$ cat src/rtl/data_mem_ctrl_pkg.sv
// Shared types and constants for the data-memory access controller.
package data_mem_ctrl_pkg;
  typedef enum logic [1:0] {IDLE, BUSY, DONE} state_e;

  localparam int LATENCY_MIN = 1;
  localparam int LATENCY_MAX = 15;
  localparam int CNT_W       = 4;
endpackage

$ cat src/rtl/data_mem_ctrl_if.sv
// CPU load/store request bus plus backing-memory port of the data-memory controller.
interface data_mem_ctrl_if #(
  parameter int ADDR_W = 16,
  parameter int DATA_W = 16
);
  logic              req_rd;
  logic              req_wr;
  logic [ADDR_W-1:0] req_addr;
  logic [DATA_W-1:0] req_wdata;
  logic [DATA_W-1:0] rdata;
  logic              stall;
  logic              done;
  logic              err;
  logic              mem_en;
  logic              mem_wr;
  logic [ADDR_W-1:0] mem_addr;
  logic [DATA_W-1:0] mem_wdata;
  logic [DATA_W-1:0] mem_rdata;

  modport slave (
    input  req_rd, req_wr, req_addr, req_wdata, mem_rdata,
    output rdata, stall, done, err, mem_en, mem_wr, mem_addr, mem_wdata
  );
  modport master (
    output req_rd, req_wr, req_addr, req_wdata, mem_rdata,
    input  rdata, stall, done, err, mem_en, mem_wr, mem_addr, mem_wdata
  );
endinterface

$ cat src/rtl/data_mem_ctrl_latency_counter.sv
// Down-counter timing the BUSY phase; is_last marks the cycle memory data is valid.
module latency_counter
  import data_mem_ctrl_pkg::*;
(
  input  logic             clk,
  input  logic             rst_n,
  input  logic             load_i,
  input  logic [CNT_W-1:0] load_val_i,
  input  logic             dec_i,
  output logic             is_last_o
);
  logic [CNT_W-1:0] cnt_q, cnt_d;

  always_comb begin
    cnt_d = cnt_q;
    if (load_i)                        cnt_d = load_val_i;
    else if (dec_i && cnt_q != '0)     cnt_d = cnt_q - 1'b1;
  end

  always_ff @(posedge clk or negedge rst_n)
    if (!rst_n) cnt_q <= '0;
    else        cnt_q <= cnt_d;

  assign is_last_o = (cnt_q == CNT_W'(1));
endmodule

$ cat src/rtl/data_mem_ctrl.sv
// Multi-cycle data-memory controller: stalls the CPU across a fixed-latency access.
// Optional misaligned-address trap enabled by DATA_MEM_ALIGN_CHECK_EN.
module data_mem_ctrl
  import data_mem_ctrl_pkg::*;
#(
  parameter int ADDR_W  = 16,
  parameter int DATA_W  = 16,
  parameter int LATENCY = 4
) (
  input  logic            clk,
  input  logic            rst_n,
  data_mem_ctrl_if.slave  bus
);
  state_e            state_q, state_d;
  logic              mem_en_q, mem_en_d;
  logic              mem_wr_q, mem_wr_d;
  logic [ADDR_W-1:0] mem_addr_q, mem_addr_d;
  logic [DATA_W-1:0] mem_wdata_q, mem_wdata_d;
  logic [DATA_W-1:0] rdata_q, rdata_d;
  logic              req, misalign, cnt_load, cnt_last;

  assign req = bus.req_rd | bus.req_wr;

`ifdef DATA_MEM_ALIGN_CHECK_EN
  logic err_q;
  assign misalign = bus.req_addr[0];
  always_ff @(posedge clk or negedge rst_n)
    if (!rst_n) err_q <= 1'b0;
    else        err_q <= (state_q == IDLE) && req && misalign;
  assign bus.err = err_q;
`else
  assign misalign = 1'b0;
  assign bus.err  = 1'b0;
`endif

  latency_counter u_cnt (
    .clk        (clk),
    .rst_n      (rst_n),
    .load_i     (cnt_load),
    .load_val_i (CNT_W'(LATENCY)),
    .dec_i      (state_q == BUSY),
    .is_last_o  (cnt_last)
  );

  always_comb begin
    state_d     = state_q;
    mem_en_d    = 1'b0;
    mem_wr_d    = mem_wr_q;
    mem_addr_d  = mem_addr_q;
    mem_wdata_d = mem_wdata_q;
    rdata_d     = rdata_q;
    cnt_load    = 1'b0;
    unique case (state_q)
      IDLE: if (req) begin
        if (misalign) state_d = DONE;
        else begin
          // write has priority when both request lines are up
          state_d     = BUSY;
          mem_en_d    = 1'b1;
          mem_wr_d    = bus.req_wr;
          mem_addr_d  = bus.req_addr;
          mem_wdata_d = bus.req_wdata;
          cnt_load    = 1'b1;
        end
      end
      BUSY: if (cnt_last) begin
        state_d = DONE;
        if (!mem_wr_q) rdata_d = bus.mem_rdata;
      end
      DONE:    state_d = IDLE;
      default: state_d = IDLE;
    endcase
  end

  always_ff @(posedge clk or negedge rst_n)
    if (!rst_n) begin
      state_q     <= IDLE;
      mem_en_q    <= 1'b0;
      mem_wr_q    <= 1'b0;
      mem_addr_q  <= '0;
      mem_wdata_q <= '0;
      rdata_q     <= '0;
    end else begin
      state_q     <= state_d;
      mem_en_q    <= mem_en_d;
      mem_wr_q    <= mem_wr_d;
      mem_addr_q  <= mem_addr_d;
      mem_wdata_q <= mem_wdata_d;
      rdata_q     <= rdata_d;
    end

  // gated by rst_n so a request held through reset does not freeze the core
  assign bus.stall     = rst_n & (((state_q == IDLE) & req) | (state_q == BUSY));
  assign bus.done      = (state_q == DONE);
  assign bus.rdata     = rdata_q;
  assign bus.mem_en    = mem_en_q;
  assign bus.mem_wr    = mem_wr_q;
  assign bus.mem_addr  = mem_addr_q;
  assign bus.mem_wdata = mem_wdata_q;
endmodule

$ cat src/flat_wrapper.sv
// flat-port wrapper written by rule: the top's interface ports become plain ports
module data_mem_ctrl_flat import data_mem_ctrl_pkg::*;
#(
  parameter int ADDR_W  = 16,
  parameter int DATA_W  = 16,
  parameter int LATENCY = 4
)
  (clk, rst_n, bus_req_rd, bus_req_wr, bus_req_addr, bus_req_wdata, bus_mem_rdata, bus_rdata, bus_stall, bus_done, bus_err, bus_mem_en, bus_mem_wr, bus_mem_addr, bus_mem_wdata);
  data_mem_ctrl_if #(.ADDR_W(ADDR_W), .DATA_W(DATA_W)) bus_i ();
  input  logic clk;
  input  logic rst_n;
  input wire logic [$bits(bus_i.req_rd)-1:0] bus_req_rd;
  input wire logic [$bits(bus_i.req_wr)-1:0] bus_req_wr;
  input wire logic [$bits(bus_i.req_addr)-1:0] bus_req_addr;
  input wire logic [$bits(bus_i.req_wdata)-1:0] bus_req_wdata;
  input wire logic [$bits(bus_i.mem_rdata)-1:0] bus_mem_rdata;
  output wire logic [$bits(bus_i.rdata)-1:0] bus_rdata;
  output wire logic [$bits(bus_i.stall)-1:0] bus_stall;
  output wire logic [$bits(bus_i.done)-1:0] bus_done;
  output wire logic [$bits(bus_i.err)-1:0] bus_err;
  output wire logic [$bits(bus_i.mem_en)-1:0] bus_mem_en;
  output wire logic [$bits(bus_i.mem_wr)-1:0] bus_mem_wr;
  output wire logic [$bits(bus_i.mem_addr)-1:0] bus_mem_addr;
  output wire logic [$bits(bus_i.mem_wdata)-1:0] bus_mem_wdata;
  assign bus_i.req_rd = bus_req_rd;
  assign bus_i.req_wr = bus_req_wr;
  assign bus_i.req_addr = bus_req_addr;
  assign bus_i.req_wdata = bus_req_wdata;
  assign bus_i.mem_rdata = bus_mem_rdata;
  assign bus_rdata = bus_i.rdata;
  assign bus_stall = bus_i.stall;
  assign bus_done = bus_i.done;
  assign bus_err = bus_i.err;
  assign bus_mem_en = bus_i.mem_en;
  assign bus_mem_wr = bus_i.mem_wr;
  assign bus_mem_addr = bus_i.mem_addr;
  assign bus_mem_wdata = bus_i.mem_wdata;
  data_mem_ctrl #(.ADDR_W(ADDR_W), .DATA_W(DATA_W), .LATENCY(LATENCY)) u_core (.clk(clk), .rst_n(rst_n), .bus(bus_i));
endmodule
$ cat config.mk
export PLATFORM = sky130hd
export DESIGN_NAME = data_mem_ctrl_flat
export DESIGN_NICKNAME = d
export VERILOG_FILES = /design/src/rtl/data_mem_ctrl_pkg.sv /design/src/rtl/data_mem_ctrl_if.sv /design/src/rtl/data_mem_ctrl_latency_counter.sv /design/src/rtl/data_mem_ctrl.sv /design/src/flat_wrapper.sv
export SDC_FILE = /design/constraint.sdc
export NUM_CORES = 1
export LEC_CHECK = 0
export ABC_AREA = 1
export CAP_MARGIN = 20
export CORE_MARGIN = 2
export CORE_UTILIZATION = 45
export CTS_BUF_LIST = sky130_fd_sc_hd__clkbuf_16
export CTS_CLUSTER_DIAMETER = 200
export DETAILED_ROUTE_END_ITERATION = 8
export PLACE_DENSITY = 0.85
export RECOVER_POWER = 100
export REMOVE_ABC_BUFFERS = 1
export SLEW_MARGIN = 20
export SYNTH_ARGS = -nofsm -noshare
export SYNTH_HDL_FRONTEND = slang
export SYNTH_SLANG_ARGS = --single-unit
$ cat constraint.sdc
create_clock -name clk -period 3.2 [get_ports clk]
set_input_delay 0.32 -clock clk [delete_from_list [all_inputs] [get_ports clk]]
set_output_delay 0.32 -clock clk [all_outputs]
set_load 0.01 [all_outputs]
== Word level (Yosys, flattened, before mapping) ==
Index checks and enable logic that the tools add are counted.
Operators by class
  add/sub/neg operators: 1
  multipliers: 0
  divide/modulo/power cells: 0
  magnitude comparators: 0
  equal/unequal tests: 5
  shift-type cells: 0
  multiplexer cells: 7
  bitwise operators: 5
  reduce and logical (&&, ||, !) cells: 7
Operator list (count)
  two-way mux 4 bit: 2
  == test 4 x 1 -> 1 bit, second input constant: 1
  two-way mux 2 bit: 2
  != test 2 x 1 -> 1 bit, second input constant: 2
  case mux 2 bit (2 select lines): 1
  AND reduction 2 bit: 2
  nonzero test 4 bit: 1
  subtractor 4 x 1 -> 4 bit, second input constant: 1
  AND reduction 3 bit: 1
  bitwise AND 1 bit: 2
  == test 2 x 1 -> 1 bit, second input constant: 1
  == test 2 bit, second input constant: 1
  zero test 2 bit: 1
  two-way mux 1 bit: 2
  OR 1 bit: 2
  nonzero test 2 bit: 1
  logical AND 1 bit: 1
  inverter 1 bit: 1
Storage, ports and cells
  bits in registers: 56
  latch bits: 0
  bits in writable memories: 0
  memory bits (read-only): 0
  bits of input ports: 52
  output and inout port bits: 53
  logic and storage cells: 32
  memories: 0

== Logic depth before layout (Yosys ltp) ==
Gate-level depths: netlist of the first run.
  depth in word-level cells: 4
  gate-level depth with buffers: 7
  depth with buffers taken out: 7

== Hierarchy ==
Synthesis of the first run repeated with hierarchy kept, for this count alone.
Unflattened totals
  cells, all modules: 269
  area, all modules: 2376.0 sq um
Modules (own cells, without submodules)
  data_mem_ctrl: times used 1, cells an instance 232, area an instance 2094.5 sq um, seq. area each 1301.2 sq um
  latency_counter: times used 1, cells an instance 37, area an instance 281.5 sq um, seq. area each 100.1 sq um

== Worst setup path after synthesis of the first run ==
No wires, ideal clock.
  path kind: flip-flop to output port
  start: reg u_core.state_q[0]
  end: out bus_stall
  data arrival time: 1.079 ns
  required time: 2.880 ns
  path slack: 1.801 ns
  cell stages (with the launch flop): 5
  buffers on the path: 1
  cell sequence: dfrtp_1 > nor2_1 > o21ai_2 > buf_6 > a21boi_0
Between the ends
  cells in the longest elaborated chain, start to end: 4
  elaborated cells on any way between the ends: 5
  those cells by class: 1 x eq/ne; 3 x bitwise; 1 x reduce/logical
RTL lines
  from (decl): RTL line data_mem_ctrl.sv:14  | state_e state_q, state_d;
  from (signal assigned): RTL line data_mem_ctrl.sv:84  | state_q <= state_d;
  zero test 2 bit: RTL line data_mem_ctrl.sv:93  | assign bus.stall = rst_n & (((state_q == IDLE) & req) | (state_q == BUSY));
  bitwise AND 1 bit: RTL line data_mem_ctrl.sv:93
  OR 1 bit *: RTL line data_mem_ctrl.sv:93
  bitwise AND 1 bit *: RTL line data_mem_ctrl.sv:93
  to (decl): RTL line flat_wrapper.sv:18  | output wire logic [$bits(bus_i.stall)-1:0] bus_stall;
Every way passes the cells marked *; elsewhere a longest branch is shown, timed or not.

== Final worst setup path of the first run ==
  start: in bus_req_wr
  end: reg u_core.mem_wr_q (netlist: u_core.bus.mem_wr)
Between the ends
  cells in the longest elaborated chain, start to end: 2
RTL lines
  from (decl): RTL line flat_wrapper.sv:13  | input wire logic [$bits(bus_i.req_wr)-1:0] bus_req_wr;
  OR 1 bit: RTL line data_mem_ctrl.sv:22  | assign req = bus.req_rd | bus.req_wr;
  AND reduction 2 bit (no line)
  to (signal assigned): RTL line data_mem_ctrl.sv:86  | mem_wr_q <= mem_wr_d;
  to (decl): RTL line data_mem_ctrl.sv:16  | logic mem_wr_q, mem_wr_d;
Parallel ways exist; a longest one is shown, timed or not.
A chain may end at the register's enable or synchronous reset.

==> results of run 1 <==
==> cells by family after synthesis <==
logic type	Yosys count	share of synthesized area (%)
and+or+nand+nor	137	23.5
DFF	56	59.4
buffers and inverters	38	8.38
AOI/OAI and AO/OA	22	7.48
adders and majority gates	2	1.06
other	1	0.159
==> metal layers <==
layer / up-vias / wire length, um / global-route usage, %
li1: 978 / - / -
met1: 897 / 2000 / 19.8
met2: 58 / 2570 / 32.4
met3: 6 / 434 / 8.18
met4: 0 / 48 / 5.82
met5: - / 0 / 0
==> Yosys cell counts <==
| library cell | instances | area share (%) |
|---|---|---|
| conb_1 | 1 | 0.16 |
| a21boi_0 | 1 | 0.32 |
| buf_4 | 4 | 1.3 |
| nand3_1 | 7 | 1.5 |
| nor2_4 | 1 | 0.48 |
| o21ai_0 | 4 | 0.85 |
| buf_6 | 5 | 2.4 |
| o21ai_2 | 17 | 6.3 |
| inv_1 | 25 | 4.0 |
| ha_1 | 2 | 1.1 |
| nand4_1 | 1 | 0.27 |
| nand2_1 | 122 | 19 |
| inv_2 | 2 | 0.32 |
| nor3_1 | 1 | 0.21 |
| dfrtp_1 | 56 | 59 |
| buf_2 | 2 | 0.42 |
| nor2_1 | 3 | 0.48 |
| nor2_2 | 1 | 0.27 |
| nand4_4 | 1 | 0.90 |
==> cell usage in the layout (no fill, tap or decap) <==
cell type,n
clkinv_2,1
buf_2,1
nor2_1,3
ha_1,2
o21ai_2,1
nor2_2,1
inv_2,1
clkdlybuf4s50_1,49
dlygate4sd3_1,53
nand4_1,1
nand2_1,122
a21boi_0,1
o21ai_0,20
nor2_4,1
nand4_4,1
conb_1,1
buf_4,1
nor3_1,1
dfrtp_1,56
inv_1,27
clkbuf_2,1
bufinv_16,1
clkbuf_16,5
nand3_1,7
==> flip-flops by register name, indices dropped and copies added (netlist names) <==
register / count
u_core.bus.mem_addr: 16
u_core.bus.mem_wdata: 16
u_core.bus.rdata: 16
u_core.u_cnt.cnt_q: 4
u_core.state_q: 2
u_core.bus.mem_en: 1
u_core.bus.mem_wr: 1
==> final timing paths <==
| path | cells past startpoint | end | slack [ns] | start |
|---|---|---|---|---|
| min | 2 | u_core.bus.mem_wdata[5] | 0.42 | rst_n |
| min reg2reg | 2 | u_core.bus.mem_wdata[8] | 0.47 | u_core.bus.mem_wdata[8] |
| min in group clk | 2 | u_core.bus.mem_wdata[8] | 0.47 | u_core.bus.mem_wdata[8] |
| max | 5 | u_core.bus.mem_wr | 1.01 | bus_req_wr |
| max reg2reg | 5 | u_core.bus.mem_wr | 1.11 | u_core.state_q[0] |
| max in group asynchronous | 2 | u_core.bus.mem_addr[5] | 1.99 | rst_n |
==> final cells by class <==
type,count,area [um^2]
Fill cell,438,1580
Sequential cell,56,1400
Timing Repair Buffer,105,1040
Multi-Input combinational cell,162,699
Clock buffer,5,125
Inverter,27,101
Tap cell,70,87.6
Clock inverter,3,38.8
==> power by group through the flow <==
stage                     clock [mW]  combinational [mW]  sequential [mW]
final                          0.599                1.40             1.24
after global routing           0.637                1.58             1.28
after CTS                      0.610                1.62             1.25
after detailed placement           0                1.60             1.26
after global placement             0                1.55             1.25
after floorplan                    0               0.593             1.39
==> metrics by stage <==
step / area (um^2) / hold WS (ns) / worst slack [ns] / util [%]
floorplan: 2260 / 0.0244 / 1.36 / -
global placement: 3390 / 0.461 / 1.23 / 66.8
detailed placement: 3390 / 0.464 / 1.13 / 66.8
CTS: 3550 / 0.199 / 1.14 / 70.0
global route: 3490 / 0.492 / 0.756 / 68.8
finish: 3490 / 0.422 / 1.01 / 68.8
==> flow_summary.yaml, run 1 <==
status:
  status: "finished clean"
placement:
  placed_cells: 420
  gp_congestion: 0.771
  hpwl_mm: 3.65
  portBuffers: 103
global_route:
  antenna_found_initial: 0
  grt_max_degree: 57
  grtUsageTotal_pct: 18.4
  grt_pass1_vias: 1958
  globalRouteOverflowTotal: 0
  grt_pass1_wl_mm: 8.56
layout:
  diodes: 0
  num-nets-final: 411
  fin_cells: 428
  syn_to_final_growth_pct: 48.1
  drive_gt1_share_pct: 4.19
power:
  p_clk_share_pct: 18.5
  power.net_switching_mw: 1.14
  p_leak_nw: 1.80
  seqPwrFrac_pct: 38.2
  combinationalPowerShare_pct: 43.3
  p_sw_share_pct: 35.1
  internal_power_mw: 2.10
  power_mw: 3.24
  powerDensity_nw_per_um2: 927
  ir_drop_mv: 0.478
setup_path:
  critical-path-top-delay-family: "buffers and inverters"
  path_buf_inv: 3
  cp.arrival_ns: 2.38
  crit_top_cell: "o21ai_0"
  cp-end-kind: "flop"
  path_class: "in -> reg"
  crit_required_ns: 3.39
  cp_max_fo: 39
  slowest_stage: "dlygate4sd3_1"
  max_stage_delay_ns: 0.55
  setup.worst_path.start_class: "input pin"
  path_cells: "dlygate4sd3_1 > o21ai_0 > buf_4 > inv_1 > o21ai_0"
floorplanning:
  io_pins: 105
  die_area_um2: 5840
  core_um2: 5070
  start_util_pct: 46.5
  fp.dieH_um: 76.4
  die_w_um: 76.4
  rows: 26
drt:
  drc_errors: 0
  first_pass_iters: 4
  wl_per_cell_um: 11.8
  finalWirelength_mm: 5.05
  final_antenna_net_count: 0
  vias: 1939
  drt-initial-drc-count: 142
  viasPerCell: 4.53
cts:
  tritoncts: "done"
  ctsHoldBuffers: 0
  clkSinkCount: 56
  clkTransAtPathRegs_ns: 0.07
  post_cts_resized: 0
  clock-root-buffer: "clkbuf_16"
  htree_num_levels: 2
  cts_inserted_buffers: 5
  clk_latency_ns: 0.29
  cts_setup_buffers: 0
  clockBufferDepth: 2
timing:
  final_max_slew_viol_count: 0
  setup_violations: 0
  tns_ns: 0
  max_freq_ghz: 0.456
  clock_skew_ns: 0.00351
  hold_viol: 0
  rsz0062_at_grt: "no"
  worst_slew_pin_slew_ns: 1.33
  period_minus_slack_ns: 2.19
  relSlewSlack_pct: 11.6
  post-route-period-util_pct: 68.6
synthesis:
  netlist_instances: 256
  avgSynthCellArea_um2: 9.21
  netlist-cell-type-count: 19
  synth_seq_area_share_pct: 59.4
  synth_area_um2: 2360
  synth-seq-cells: 56
  ys_warn_count: 0
job:
  max-cap-violations: 0
hold_path:
  holdCritPathClass: "in -> async"
Power figures use the tool's default switching activity.
==> inputs of run 2 (changes only) <==
- CORE_UTILIZATION: 45 -> 42
- PLACE_DENSITY: 0.85 -> 0.8
- clock period: 3.2 -> 2.15 ns (I/O delays scaled with it)
==> run 2 against run 1 <==
- combinational power rose by 48%
- utilization decreased by 4.9 points
- hold slack lost 0.090 ns
- die area grew 6.8%
- critical endpoint is now bus_stall
- clock-buffer cell count did not move
- first-iteration DRC count is 59% lower
- routed wire length fell by 2.3%
- global-route usage decreased by 1.1 points
- register-to-register slack worse by 0.63 ns
- sequential power up 48%
- flip-flop and latch count did not move
==> flow_summary.yaml, run 2 (synthesis gave the netlist of run 1 again) <==
status:
  status: "finished clean"
power:
  combinationalPowerShare_pct: 43.2
  internal_power_mw: 3.12
  p_clk_share_pct: 18.5
  power.net_switching_mw: 1.68
  ir_drop_mv: 0.591
  powerDensity_nw_per_um2: 1370
  p_sw_share_pct: 34.9
  p_leak_nw: 1.80
  seqPwrFrac_pct: 38.3
drt:
  drc_errors: 0
  drt-initial-drc-count: 58
  first_pass_iters: 4
  vias: 1939
  wl_per_cell_um: 11.5
  finalWirelength_mm: 4.93
  viasPerCell: 4.51
  final_antenna_net_count: 0
timing:
  tns_ns: 0
  clock_skew_ns: 0.00492
  final_max_slew_viol_count: 0
  hold_viol: 0
  relSlewSlack_pct: 9.91
  rsz0062_at_grt: "no"
  post-route-period-util_pct: 92.3
  setup_slack_ns: 0.165
  worst_slew_pin_slew_ns: 1.35
  setup_violations: 0
  max_freq_ghz: 0.504
  period_minus_slack_ns: 1.98
setup_path:
  r2r_setup_slack_ns: 0.48
  r2r_end: "u_core.bus.mem_wdata[7]"
  crit_path_start: "u_core.state_q[0]"
  cp-end-kind: "output pin"
  crit_required_ns: 1.93
  cp.arrival_ns: 1.77
  rr_worst_depth: 6
  cp_max_fo: 4
  path_class: "reg -> out"
  r2r_start: "u_core.state_q[0]"
  endpoint: "bus_stall"
  setup.worst_path.start_class: "flop"
cts:
  clockBufferDepth: 2
  clkTransAtPathRegs_ns: 0.07
  cts_setup_buffers: 0
  post_cts_resized: 0
  clkSinkCount: 56
  clock-root-buffer: "clkbuf_16"
  ctsHoldBuffers: 0
  tritoncts: "done"
  cts_inserted_buffers: 5
  htree_num_levels: 2
  clk_latency_ns: 0.29
placement:
  place_ws_ns: 0.243
  hpwl_mm: 3.54
  placed_cells: 422
  portBuffers: 103
  gp_congestion: 0.741
layout:
  fin_cells: 430
  num-fill-cells: 477
  final_common_cell: "nand2_1"
  final_cell_mix: "122 x nand2_1, 56 x dfrtp_1, 52 x dlygate4sd3_1"
  num-nets-final: 411
  syn_to_final_growth_pct: 48.3
  drive_gt1_share_pct: 4.75
  diodes: 0
  post-route-util_pct: 63.9
floorplanning:
  core_um2: 5470
  rows: 27
  start_util_pct: 43.1
  die_area_um2: 6230
  die_w_um: 78.9
  io_pins: 105
  fp.dieH_um: 78.9
global_route:
  grt_max_degree: 57
  antenna_found_initial: 0
  grtUsageTotal_pct: 17.3
  globalRouteOverflowTotal: 0
  grt_pass1_vias: 1923
  grt_pass1_wl_mm: 8.56
job:
  max-cap-violations: 0
hold_path:
  holdCritPathClass: "in -> async"
[run 2: cell count changes in the layout (fill, tap and decap cells not counted), sizes merged]
| cell | change |
|---|---|
| clkdlybuf4s50 | +1 |
| dlygate4sd3 | -1 |
[run 2: power by group through the flow]
stage,Sequential [mW],Clock [mW],Combinational [mW]
after CTS,1.87,0.908,2.39
after global routing,1.92,0.956,2.35
after detailed placement,1.87,0,2.38
final,1.84,0.886,2.07
after global placement,1.87,0,2.30
after floorplan,2.07,0,0.883
[run 2: worst min-delay path by stage]
stage	depth (start not counted)	end	start
after floorplan	0	u_core.bus.mem_addr[0]	rst_n
after global placement	2	u_core.state_q[0]	rst_n
after detailed placement	2	u_core.state_q[0]	rst_n
after CTS	2	u_core.bus.mem_wdata[14]	rst_n
after global routing	2	u_core.bus.mem_wdata[13]	rst_n
final	2	u_core.state_q[1]	rst_n
[run 2: area by class of cell]
cell class	count	area [um^2]	area share (%)
repair buffers	105	1040	29.7
flip-flops and latches	56	1400	40.1
well taps	72	90.1	2.58
clock buffers	5	125	3.58
inverters	27	101	2.90
multi-input cells	162	703	20.1
clock inverters	3	38.8	1.11
[run 2: per-layer routing]
metal	wire length (um)	part of all wire, %	vias to the layer above	track usage (%)
met4	35	0.71	0	3.62
met2	2430	49	70	30.2
met3	412	8.4	4	6.02
met5	0	0	-	0
met1	2060	42	892	20.8
li1	-	-	973	-
[run 2: critical path, cell delays in order, from the launching register on]
cell and delay, ns:
dfrtp_1 0.41, nor2_1 0.19, o21ai_2 0.09, a21boi_0 0.17, dlygate4sd3_1 0.63
[run 2: through the flow]
stage               area [um^2]  hold WS, ns  power (mW)
floorplan                  2260      -0.0806        2.96
finish                     3500        0.332        4.80
global placement           3390        0.412        4.18
global route               3500        0.466        5.22
detailed placement         3390        0.412        4.25
CTS                        3560        0.102        5.16
